### src/rtl/npu_pkg.sv
// npu_pkg
//   Definitions shared by the NPU datapath stages (activation, pooling).
//   DATA_W  : width of one post-activation pixel.
//   pixel_t : one pixel, always treated as an unsigned magnitude.
//   pixel_max : unsigned maximum of two pixels.
package npu_pkg;

  localparam int DATA_W = 22;

  typedef logic [DATA_W-1:0] pixel_t;

  // Unsigned full-width maximum. Post-ReLU pixels are never negative, so
  // a signed compare would misorder values that have the top bit set.
  function automatic pixel_t pixel_max(input pixel_t a, input pixel_t b);
    return (a > b) ? a : b;
  endfunction

endpackage

### src/rtl/pool_line_buffer.sv
// pool_line_buffer
//   Simple dual-port storage for the horizontal pair maxima of an even row.
//   One entry per 2-pixel column pair, so DEPTH is half the image width.
//   The read port is registered (block-RAM friendly): data requested with
//   rd_en appears on rd_data after the next rising edge and then holds
//   until the next read. There is no reset; every entry is rewritten
//   during an even row before the following odd row reads it.
//
// Ports
//   clk      : clock, rising edge
//   wr_en    : write wr_data into entry wr_addr
//   wr_addr  : write address
//   wr_data  : write data
//   rd_en    : load entry rd_addr into rd_data
//   rd_addr  : read address
//   rd_data  : registered read data
module pool_line_buffer #(
  parameter int DEPTH  = 16,
  parameter int ADDR_W = 4,
  parameter int DATA_W = 22
) (
  input  logic              clk,
  input  logic              wr_en,
  input  logic [ADDR_W-1:0] wr_addr,
  input  logic [DATA_W-1:0] wr_data,
  input  logic              rd_en,
  input  logic [ADDR_W-1:0] rd_addr,
  output logic [DATA_W-1:0] rd_data
);

  logic [DATA_W-1:0] mem [DEPTH];

  always_ff @(posedge clk) begin
    if (wr_en) begin
      mem[wr_addr] <= wr_data;
    end
    if (rd_en) begin
      rd_data <= mem[rd_addr];
    end
  end

endmodule

### src/rtl/max_pool_2x2.sv
// max_pool_2x2
//   Streaming 2x2, stride-2 max pooling over one IMG_W x IMG_H feature map
//   delivered in raster order. One pooled pixel is produced per
//   non-overlapping 2x2 window, also in raster order, one cycle after the
//   pixel that completes the window (odd row, odd column). No backpressure:
//   every cycle with pixel_valid high consumes a pixel; idle cycles freeze
//   all state.
//
//   Datapath per accepted pixel:
//     even col : h_prev <= pixel
//     odd col  : hmax = max(h_prev, pixel)
//                even row -> line_buf[col/2] <= hmax
//                odd row  -> result = max(line_buf[col/2], hmax)
//
// Ports
//   clk          : clock, rising edge
//   rst          : asynchronous reset, active low
//   pixel_valid  : pixel_in carries a pixel this cycle
//   pixel_in     : post-ReLU pixel, unsigned
//   result_valid : result_out carries a pooled pixel this cycle
//   result_out   : maximum of one 2x2 window; holds while result_valid is low
//   frame_done   : one-cycle pulse with the last pooled pixel of a frame
module max_pool_2x2
  import npu_pkg::*;
#(
  parameter int IMG_W  = 32,
  parameter int IMG_H  = 32,
  parameter int DATA_W = npu_pkg::DATA_W
) (
  input  logic              clk,
  input  logic              rst,
  input  logic              pixel_valid,
  input  logic [DATA_W-1:0] pixel_in,
  output logic              result_valid,
  output logic [DATA_W-1:0] result_out,
  output logic              frame_done
);

  localparam int COL_W  = (IMG_W > 2) ? $clog2(IMG_W) : 1;
  localparam int ROW_W  = (IMG_H > 2) ? $clog2(IMG_H) : 1;
  localparam int HALF_W = IMG_W / 2;
  localparam int ADDR_W = (HALF_W > 1) ? $clog2(HALF_W) : 1;

  // Row-parity FSM encoding.
  localparam logic [0:0] ROW_EVEN = 1'b0;
  localparam logic [0:0] ROW_ODD  = 1'b1;

  // ---------------------------------------------------------------------
  // State
  // ---------------------------------------------------------------------
  logic [COL_W-1:0]  col_reg,   col_next;
  logic [ROW_W-1:0]  row_reg,   row_next;
  logic [0:0]        state_reg, state_next;
  logic [DATA_W-1:0] h_prev_reg;

  // ---------------------------------------------------------------------
  // Position decode
  // ---------------------------------------------------------------------
  logic col_odd;
  logic col_last;
  logic row_last;

  assign col_odd  = col_reg[0];
  assign col_last = (col_reg == COL_W'(IMG_W - 1));
  assign row_last = (row_reg == ROW_W'(IMG_H - 1));

  // ---------------------------------------------------------------------
  // Counters: advance only on accepted pixels; col wraps into row, row
  // wraps at the end of the frame so the next pixel is (0,0).
  // ---------------------------------------------------------------------
  always_comb begin
    col_next = col_reg;
    row_next = row_reg;
    if (pixel_valid) begin
      if (col_last) begin
        col_next = '0;
        row_next = row_last ? '0 : (row_reg + 1'b1);
      end else begin
        col_next = col_reg + 1'b1;
      end
    end
  end

  // ---------------------------------------------------------------------
  // Row-parity FSM: flips on every row wrap, including the frame wrap
  // (IMG_H is even, so the last row is always odd and the frame restarts
  // in ROW_EVEN).
  // ---------------------------------------------------------------------
  always_comb begin
    state_next = state_reg;
    if (pixel_valid && col_last) begin
      case (state_reg)
        ROW_EVEN: state_next = ROW_ODD;
        ROW_ODD:  state_next = ROW_EVEN;
        default:  state_next = ROW_EVEN;
      endcase
    end
  end

  // ---------------------------------------------------------------------
  // Horizontal pair maximum
  // ---------------------------------------------------------------------
  logic [DATA_W-1:0] hmax;

  assign hmax = (pixel_in > h_prev_reg) ? pixel_in : h_prev_reg;

  // ---------------------------------------------------------------------
  // Line buffer
  //   Write: odd column of an even row stores the pair maximum.
  //   Read : issued on the even column of an odd row, so the registered
  //          read data is already stable when the odd column of the same
  //          pair arrives, however many idle cycles separate the two.
  //   Both ports use col/2, which is the same for the two columns of a pair.
  // ---------------------------------------------------------------------
  logic [ADDR_W-1:0] lb_addr;
  logic              lb_wr_en;
  logic              lb_rd_en;
  logic [DATA_W-1:0] lb_rd_data;

  assign lb_addr  = ADDR_W'(col_reg >> 1);
  assign lb_wr_en = pixel_valid &&  col_odd && (state_reg == ROW_EVEN);
  assign lb_rd_en = pixel_valid && !col_odd && (state_reg == ROW_ODD);

  pool_line_buffer #(
    .DEPTH  (HALF_W),
    .ADDR_W (ADDR_W),
    .DATA_W (DATA_W)
  ) u_line_buf (
    .clk     (clk),
    .wr_en   (lb_wr_en),
    .wr_addr (lb_addr),
    .wr_data (hmax),
    .rd_en   (lb_rd_en),
    .rd_addr (lb_addr),
    .rd_data (lb_rd_data)
  );

  // ---------------------------------------------------------------------
  // Window completion: odd column of an odd row.
  // ---------------------------------------------------------------------
  logic              window_done;
  logic [DATA_W-1:0] pooled;

  assign window_done = pixel_valid && col_odd && (state_reg == ROW_ODD);
  assign pooled      = (lb_rd_data > hmax) ? lb_rd_data : hmax;

  // ---------------------------------------------------------------------
  // Sequential state
  // ---------------------------------------------------------------------
  always_ff @(posedge clk or negedge rst) begin
    if (!rst) begin
      col_reg    <= '0;
      row_reg    <= '0;
      state_reg  <= ROW_EVEN;
      h_prev_reg <= '0;
    end else begin
      col_reg   <= col_next;
      row_reg   <= row_next;
      state_reg <= state_next;
      if (pixel_valid && !col_odd) begin
        h_prev_reg <= pixel_in;
      end
    end
  end

  // Output register: valid and frame_done are single-cycle pulses, the
  // value itself is held between results.
  always_ff @(posedge clk or negedge rst) begin
    if (!rst) begin
      result_out   <= '0;
      result_valid <= 1'b0;
      frame_done   <= 1'b0;
    end else begin
      result_valid <= window_done;
      frame_done   <= window_done && row_last && col_last;
      if (window_done) begin
        result_out <= pooled;
      end
    end
  end

endmodule

### config.mk
export PLATFORM = sky130hd
export DESIGN_NAME = max_pool_2x2
export DESIGN_NICKNAME = d
export VERILOG_FILES = /design/src/rtl/npu_pkg.sv /design/src/rtl/pool_line_buffer.sv /design/src/rtl/max_pool_2x2.sv
export SDC_FILE = /design/constraint.sdc
export NUM_CORES = 1
export LEC_CHECK = 0
export BUFFER_PORTS_ARGS = -buffer_cell sky130_fd_sc_hd__buf_2
export CORE_MARGIN = 4
export CORE_UTILIZATION = 50
export DETAILED_ROUTE_END_ITERATION = 6
export GPL_TIMING_DRIVEN = 0
export HOLD_SLACK_MARGIN = 0.1
export MAX_ROUTING_LAYER = met4
export PLACE_DENSITY = 0.68
export RECOVER_POWER = 50
export SETUP_SLACK_MARGIN = 0.02
export SLEW_MARGIN = 20
export SYNTH_ARGS = -nofsm -noshare
export SYNTH_HDL_FRONTEND = slang
export SYNTH_SLANG_ARGS = --single-unit
export TNS_END_PERCENT = 20
### constraint.sdc
create_clock -name clk -period 3.64 [get_ports clk]
set_input_delay 0.364 -clock clk [delete_from_list [all_inputs] [get_ports clk]]
set_output_delay 0.364 -clock clk [all_outputs]
set_load 0.005 [all_outputs]
==> results of run 1 <==
-- worst max path at each step --
stage,startpoint,end,cells past startpoint
after detailed placement,pixel_in[13],result_out[12],16
after global routing,h_prev_reg[17],result_out[0],17
after floorplan,h_prev_reg[13],result_out[0],16
after global placement,pixel_in[13],result_out[12],16
after CTS,h_prev_reg[16],result_out[0],17
final,h_prev_reg[17],result_out[8],18
-- metrics by stage --
stage	TNS (ns)	hold WS, ns
floorplan	-3.85	0.0684
global placement	-252.63	0.485
detailed placement	-36.87	0.475
CTS	-11.39	0.100
global route	-20.40	0.137
finish	-18.09	0.118
-- layout make-up --
type / instances / area, um^2
flip-flops and latches: 431 / 12700
fillers: 2370 / 13100
clock buffers: 54 / 1110
well taps: 455 / 569
inverters: 48 / 180
clock inverters: 23 / 148
multi-input cells: 418 / 5390
repair buffers: 131 / 1250
plain buffers: 46 / 267
-- cell usage in the layout, fill, tap and decap left out, drive strengths merged, types with 2 or more instances in the layout --
cell / count
and3: 2
clkbuf: 106
dfrtp: 57
nand2b: 4
edfxtp: 374
mux4: 110
a21o: 2
mux2: 6
inv: 50
and4: 2
clkinv: 18
dlygate4sd3: 13
nand4: 10
mux2i: 23
nand3: 8
buf: 112
o21ai: 51
nor3: 3
nor2: 26
and2: 22
nand2: 39
a21boi: 2
a41oi: 21
clkinvlp: 2
or3: 2
ha: 48
a21oi: 20
-- kinds of logic (layout without fill, tap and decap cells) --
group / Yosys count / after routing / synth area share (%)
AOI/OAI and AO/OA: 105 / 105 / 3.70
xor gates and xnor gates: 2 / 2 / 0.0989
adders and majority gates: 48 / 48 / 3.39
buffers and inverters: 94 / 302 / 2.13
DFF: 431 / 431 / 71.4
muxes: 139 / 139 / 15.7
and+or+nand+nor: 124 / 124 / 3.59
-- worst max-delay path, cell delays in order, from the launching register on --
cell and delay [ns]:
dfrtp_1 0.34, inv_1 0.08, ha_4 0.29, nand4_1 0.20, buf_4 0.21, nor3_1 0.17
a22oi_1 0.18, a32oi_2 0.31, buf_6 0.17, buf_12 0.15, mux2i_4 0.32, ha_4 0.18
nand4_1 0.21, nor4bb_4 0.47, o31a_1 0.28, a2111o_1 0.34, a21o_4 0.24, buf_4 0.17
o21ai_1 0.07
-- power by group through the flow --
stage	Sequential [mW]	Clock (mW)	Combinational [mW]
finish	6.33	4.00	4.93
global route	6.36	4.30	5.27
CTS	6.32	4.07	4.87
detailed placement	6.41	0	4.32
global placement	6.40	0	4.05
floorplan	6.36	0	2.83
-- metal layers --
metal | vias to the layer above | GRT usage, % | share of wire [%]
met3 | 65 | 4.16 | 7.2
met1 | 5132 | 30.8 | 41
li1 | 4158 | - | -
met4 | 0 | 5.77 | 2.2
met5 | - | - | 0
met2 | 376 | 37.6 | 50
-- what timing repair did --
item                                    CTS  global route
endpoints found under the hold margin    69             0
hold buffers                             13             0
pin swaps                                24            14
setup buffers                            41             9
resized for setup                        92            28
cloned                                    4             0
endpoints found under the setup margin   22            22
==> results by group, run 1 <==
Run status
  – Status: finished, violations left
  – Failing checks: setup timing

Floorplan
  – Num rows: 68
  – Starting density of the core: 51.0%
  – Die W: 196 um
  – CORE AREA: 34700 um^2
  – DIE HEIGHT: 196 um
  – Die area: just under 40000 um^2
  – Io pins: 49

Placement
  – DP Cell Count: about 1500
  – PortBufs: 48
  – Setup WS pre-CTS: -1.79 ns
  – Area after DPL: 19100 um^2
  – GP Congestion: 0.849
  – Dpl hpwl: 26.4 mm

Cells and area
  – Share of cells above drive strength 1: 32.5%
  – # diodes: 0
  – Post-route cell area: 21600 um^2
  – Largest reg by FF count: u_line_buf.mem
  – Max reg flops: 352
  – Final core utilization: 62.1%
  – Layout area overhead: 21.7%
  – Nets: between 1000 and 1500
  – Cell Count, Final, Fillers Out: ~1600

Flow run
  – Maxcap violations: 0

Yosys
  – Leading area contributor after synthesis: edfxtp_1
  – Async S/R FF share, synth: 13.2%
  – Sequential element share of the synthesized area: between 70% and 80%
  – Top FF cell, synth: edfxtp_1
  – Post-synth EDFFs: 374
  – Yosys warning count: 0
  – Syn_area_per_cell: 18.8 um^2
  – Synth Net Count: 1016
  – Largest cells by area after synthesis: edfxtp_1 63%, mux4_2 14%, dfrtp_1 8.0%
  – Yosys reg bits: 431
  – Most common cell in the netlist: edfxtp_1
  – Most frequent cells after synthesis: 374 x edfxtp_1, 110 x mux4_2, 57 x dfrtp_1
  – Synth top area share: 63.4%
  – Netlist cell types: 45
  – Synth Instances: 943
  – Cell area after synthesis: 17700 um^2

Drt
  – Drc violations: 0
  – Via-to-Cell Ratio: 6.06
  – Vias: 9731
  – WL per Instance: 26.5 um
  – Detail Route Antenna Nets: 0
  – DRT Wirelength: 42.5 mm
  – DRT iter0 DRCs: between 800 and 900
  – DR pass1 iterations: 6

Pwr
  – PD cells: 707 nW/um^2
  – Leak: 7.38 nW
  – Sw Pwr: 4.60 mW
  – Worst vdd ir: 0.347 mV
  – Clock power frac: 26.2%
  – Sw Ratio: 30.2%
  – Combinational fraction of design power: 32.3%
  – P_int: ~11 mW
  – Design Power: 15.3 mW
  – Share of power burned in registers: 41.5%

Setup path
  – Worst R2R Start: h_prev_reg[17]
  – Crit. End Element: flop
  – RR Endpoint: result_out[8]
  – Req. time, crit path: 4.06 ns
  – Worst path arrival time: 4.92 ns
  – Cell depth of the worst flop-to-flop path: 18
  – CP max FO: 5
  – Startpoint types: flop
  – Setup CP Type: reg2reg
  – Reg2reg setup slack: -0.87 ns

Worst hold path
  – Worst Hold Class: in2reg
  – Hold Path Depth: 3
  – Hold Startpoint: pixel_in[2]
  – Hold Crit Endpoint: h_prev_reg[2]

Clock network
  – TritonCTS clock tree: built
  – Root Buffer: clkbuf_16
  – Reg clk slew, reported paths: ~0.06 ns
  – H-tree depth: 2
  – Clk_lat worst skew: 0.54 ns
  – CTS Buffer Depth: 3
  – CTS Sinks: 431
  – CTS buffer count: 42

Global routing
  – Number of global-route vias before repair: 10200
  – Initial antenna violation count: 0
  – Largest net degree at the start of global routing: 58
  – First-pass GRT wire length: 64.2 mm
  – Gr ovfl total: 0
  – GRT Util Overall: between 20% and 30%

STA
  – Layout Skew: 0.00926 ns
  – Slew headroom: around 2.0%
  – Final Max Slew Viols: 0
  – Crit share post-route: 124%
  – Final setup viols: 22
  – Worst setup margin: -0.865 ns
  – Tmin final: roughly 4.5 ns
  – F_max: 0.222 GHz
  – Worst-Margin Slew: 1.47 ns
  – Final hold viol count: 0
  – RSZ-0062 raised after global routing: yes
No activity file was read; power rests on OpenSTA's default activity.
==> run 2: changes to the inputs <==
--- a/config.mk
+++ b/config.mk
@@ -6,13 +6,16 @@
 export NUM_CORES = 1
 export LEC_CHECK = 0
 export BUFFER_PORTS_ARGS = -buffer_cell sky130_fd_sc_hd__buf_2
+export CELL_PAD_IN_SITES_DETAIL_PLACEMENT = 2
+export CELL_PAD_IN_SITES_GLOBAL_PLACEMENT = 2
 export CORE_MARGIN = 4
-export CORE_UTILIZATION = 50
+export CORE_UTILIZATION = 44
+export CTS_CLUSTER_DIAMETER = 80
 export DETAILED_ROUTE_END_ITERATION = 6
 export GPL_TIMING_DRIVEN = 0
 export HOLD_SLACK_MARGIN = 0.1
 export MAX_ROUTING_LAYER = met4
-export PLACE_DENSITY = 0.68
+export PLACE_DENSITY = 0.75
 export RECOVER_POWER = 50
 export SETUP_SLACK_MARGIN = 0.02
 export SLEW_MARGIN = 20
==> run 2 against run 1 <==
- the flow finishes with violations (capacitance limit, slew limit, setup timing)
- highest routed layer unchanged
- wire length rose by 67%
- first-iteration DRC count is 98% higher
- flip-flop and latch count unchanged
- via count up 14%
- final cell count rose by 6.0%
- worst hold slack improved by 0.0073 ns
- core utilization decreased by 6.4 points
- largest power group unchanged
- die area up 13%
- sequential share of layout area shrank 1.6 points
- setup slack worse by 0.65 ns
- sequential power is 2% higher
- final area rose by 2.7%
==> results by group, run 2 (synthesis gave the netlist of run 1 again) <==
STA
  – Tmin final: 5.15 ns
  – Crit share post-route: 142%
  – Worst setup margin: -1.51 ns
  – Final hold viol count: 0
  – Slew headroom: -19.2%
  – F_max: 0.194 GHz
  – Final setup viols: 144
  – RSZ-0062 raised after global routing: yes
  – Layout Skew: between 0.03 and 0.04 ns
  – Worst-Margin Slew: 1.79 ns
  – Final Max Slew Viols: 23
  – Fin Hold WS: 0.125 ns

Cells and area
  – Layout area overhead: 25.0%
  – Most common cell after layout, fill and taps aside: edfxtp_1
  – Layout fillers: 3281
  – Nets: 1213
  – Share of cells above drive strength 1: between 30% and 40%
  – Largest reg by FF count: u_line_buf.mem
  – # diodes: 0
  – Max reg flops: 352
  – Final core utilization: 55.8%
  – Commonest cells after routing, fill and taps aside: 374 x edfxtp_1, 110 x mux4_2, 64 x buf_4

Drt
  – Vias: 11100
  – DRT Wirelength: 71.1 mm
  – WL per Instance: 41.8 um
  – Drc violations: 0
  – Detail Route Antenna Nets: 0
  – DRT iter0 DRCs: approximately 1700
  – Via-to-Cell Ratio: 6.54
  – DR pass1 iterations: 5

Floorplan
  – Io pins: 49
  – Die W: between 200 and 250 um
  – Die area: approximately 44000 um^2
  – DIE HEIGHT: ~210 um
  – CORE AREA: 39700 um^2
  – Num rows: between 70 and 80
  – Starting density of the core: between 40 and 50%

Setup path
  – Crit. End Element: flop
  – Req. time, crit path: 4.12 ns
  – Startpoint types: flop
  – CP max FO: 10
  – Worst path arrival time: 5.63 ns
  – Setup CP Type: reg2reg

Flow run
  – Maxcap violations: 1

Global routing
  – Largest net degree at the start of global routing: 49
  – First-pass GRT wire length: 93.1 mm
  – GRT Util Overall: 30.9%
  – Initial antenna violation count: 0
  – Gr ovfl total: 0
  – Number of global-route vias before repair: 11800

Clock network
  – CTS Buffer Depth: 3
  – Clk_lat worst skew: 0.60 ns
  – TritonCTS clock tree: built
  – CTS Sinks: 431
  – Reg clk slew, reported paths: 0.08 ns
  – H-tree depth: 2
  – Root Buffer: clkbuf_16
  – CTS buffer count: 46

Pwr
  – PD cells: slightly below 800 nW/um^2
  – Sw Pwr: a little over 6 mW
  – Sw Ratio: 34.9%
  – Clock power frac: ~29%
  – P_int: ~11 mW
  – Worst vdd ir: 0.340 mV
  – Combinational fraction of design power: 33.9%
  – Leak: 7.59 nW
  – Share of power burned in registers: 37.4%

Placement
  – PortBufs: between 40 and 50
  – Dpl hpwl: 34.9 mm
  – GP Congestion: 0.754

Worst hold path
  – Worst Hold Class: in2reg

Run status
  – Failing checks: capacitance limit, slew limit, setup timing
  – Status: finished, violations left
==> run 2: layer usage <==
metal  routed length (um)  up-vias  GRT usage [%]
met5                    0        -              -
met4                 3390        0           11.1
met3                 4920      200           6.05
met2                35700      688           52.2
met1                27000     6051           37.4
li1                     -     4198              -
==> run 2: path summary, 6_finish.rpt <==
path / startpoint / endpoint / slack (ns) / cells past startpoint
worst max register to register: h_prev_reg[16] / result_out[0] / -1.51 / 19
worst max-delay path: h_prev_reg[16] / result_out[0] / -1.51 / 19
max in group asynchronous: rst / col_reg[3] / 1.38 / 3
worst min-delay path: pixel_in[14] / h_prev_reg[14] / 0.13 / 3
min in group asynchronous: rst / h_prev_reg[15] / 0.36 / 2
worst min register to register: row_reg[4] / row_reg[4] / 0.56 / 1
==> run 2: power groups by stage <==
stage	Clock [mW]	Combinational (mW)	Sequential, mW
after floorplan	0	2.83	6.36
after global placement	0	4.12	6.41
after detailed placement	0	4.59	6.44
after CTS	4.80	5.27	6.37
after global routing	5.22	6.05	6.47
final	4.95	5.85	6.46
==> run 2: layout make-up <==
type / count / area [um^2] / share of cell area (%)
buffer: 46 / 270 / 1.22
clock buffer: 54 / 1230 / 5.57
clock inverter: 31 / 267 / 1.20
inverter: 48 / 180 / 0.813
multi-input combinational: 418 / 5600 / 25.3
sequential: 431 / 12700 / 57.1
tap: 525 / 657 / 2.96
timing repair buffer: 149 / 1290 / 5.84
==> run 2: stage by stage <==
stage	TNS [ns]	std cells	instance area (um^2)	total power [mW]	worst slack, ns
6_report	-46.38	1702	22200	17.3	-1.51
5_1_grt	-68.50	1702	22200	17.7	-1.59
4_1_cts	-16.37	1684	21900	16.4	-0.789
3_5_place_dp	-64.82	1533	19200	11.0	-2.27
3_3_place_gp	-285.90	1516	18600	10.5	-2.11
2_1_floorplan	-3.85	943	17700	9.19	-0.207
==> run 2: critical path, stage by stage (launching register included) <==
cell and delay (ns):
dfrtp_1 0.40, inv_1 0.09, ha_1 0.30, nand4_1 0.27, buf_4 0.25, nor2_1 0.22
a22oi_2 0.13, a32oi_2 0.39, buf_6 0.18, buf_12 0.15, mux2i_4 0.36, ha_1 0.27
nand4_1 0.27, nor4bb_4 0.35, buf_4 0.20, o31a_1 0.27, a2111o_1 0.31, clkbuf_8 0.27
nand4_1 0.14, o211ai_1 0.20
==> run 2: what timing repair did <==
| item | 4_1_cts | 5_1_grt |
|---|---|---|
| setup endpoints to repair | 160 | 47 |
| hold buffers | 14 | 0 |
| cloned | 4 | 0 |
| hold endpoints to repair | 70 | 0 |
| buffers inserted | 49 | 19 |
| pin swaps | 27 | 16 |
| resized for setup | 104 | 44 |
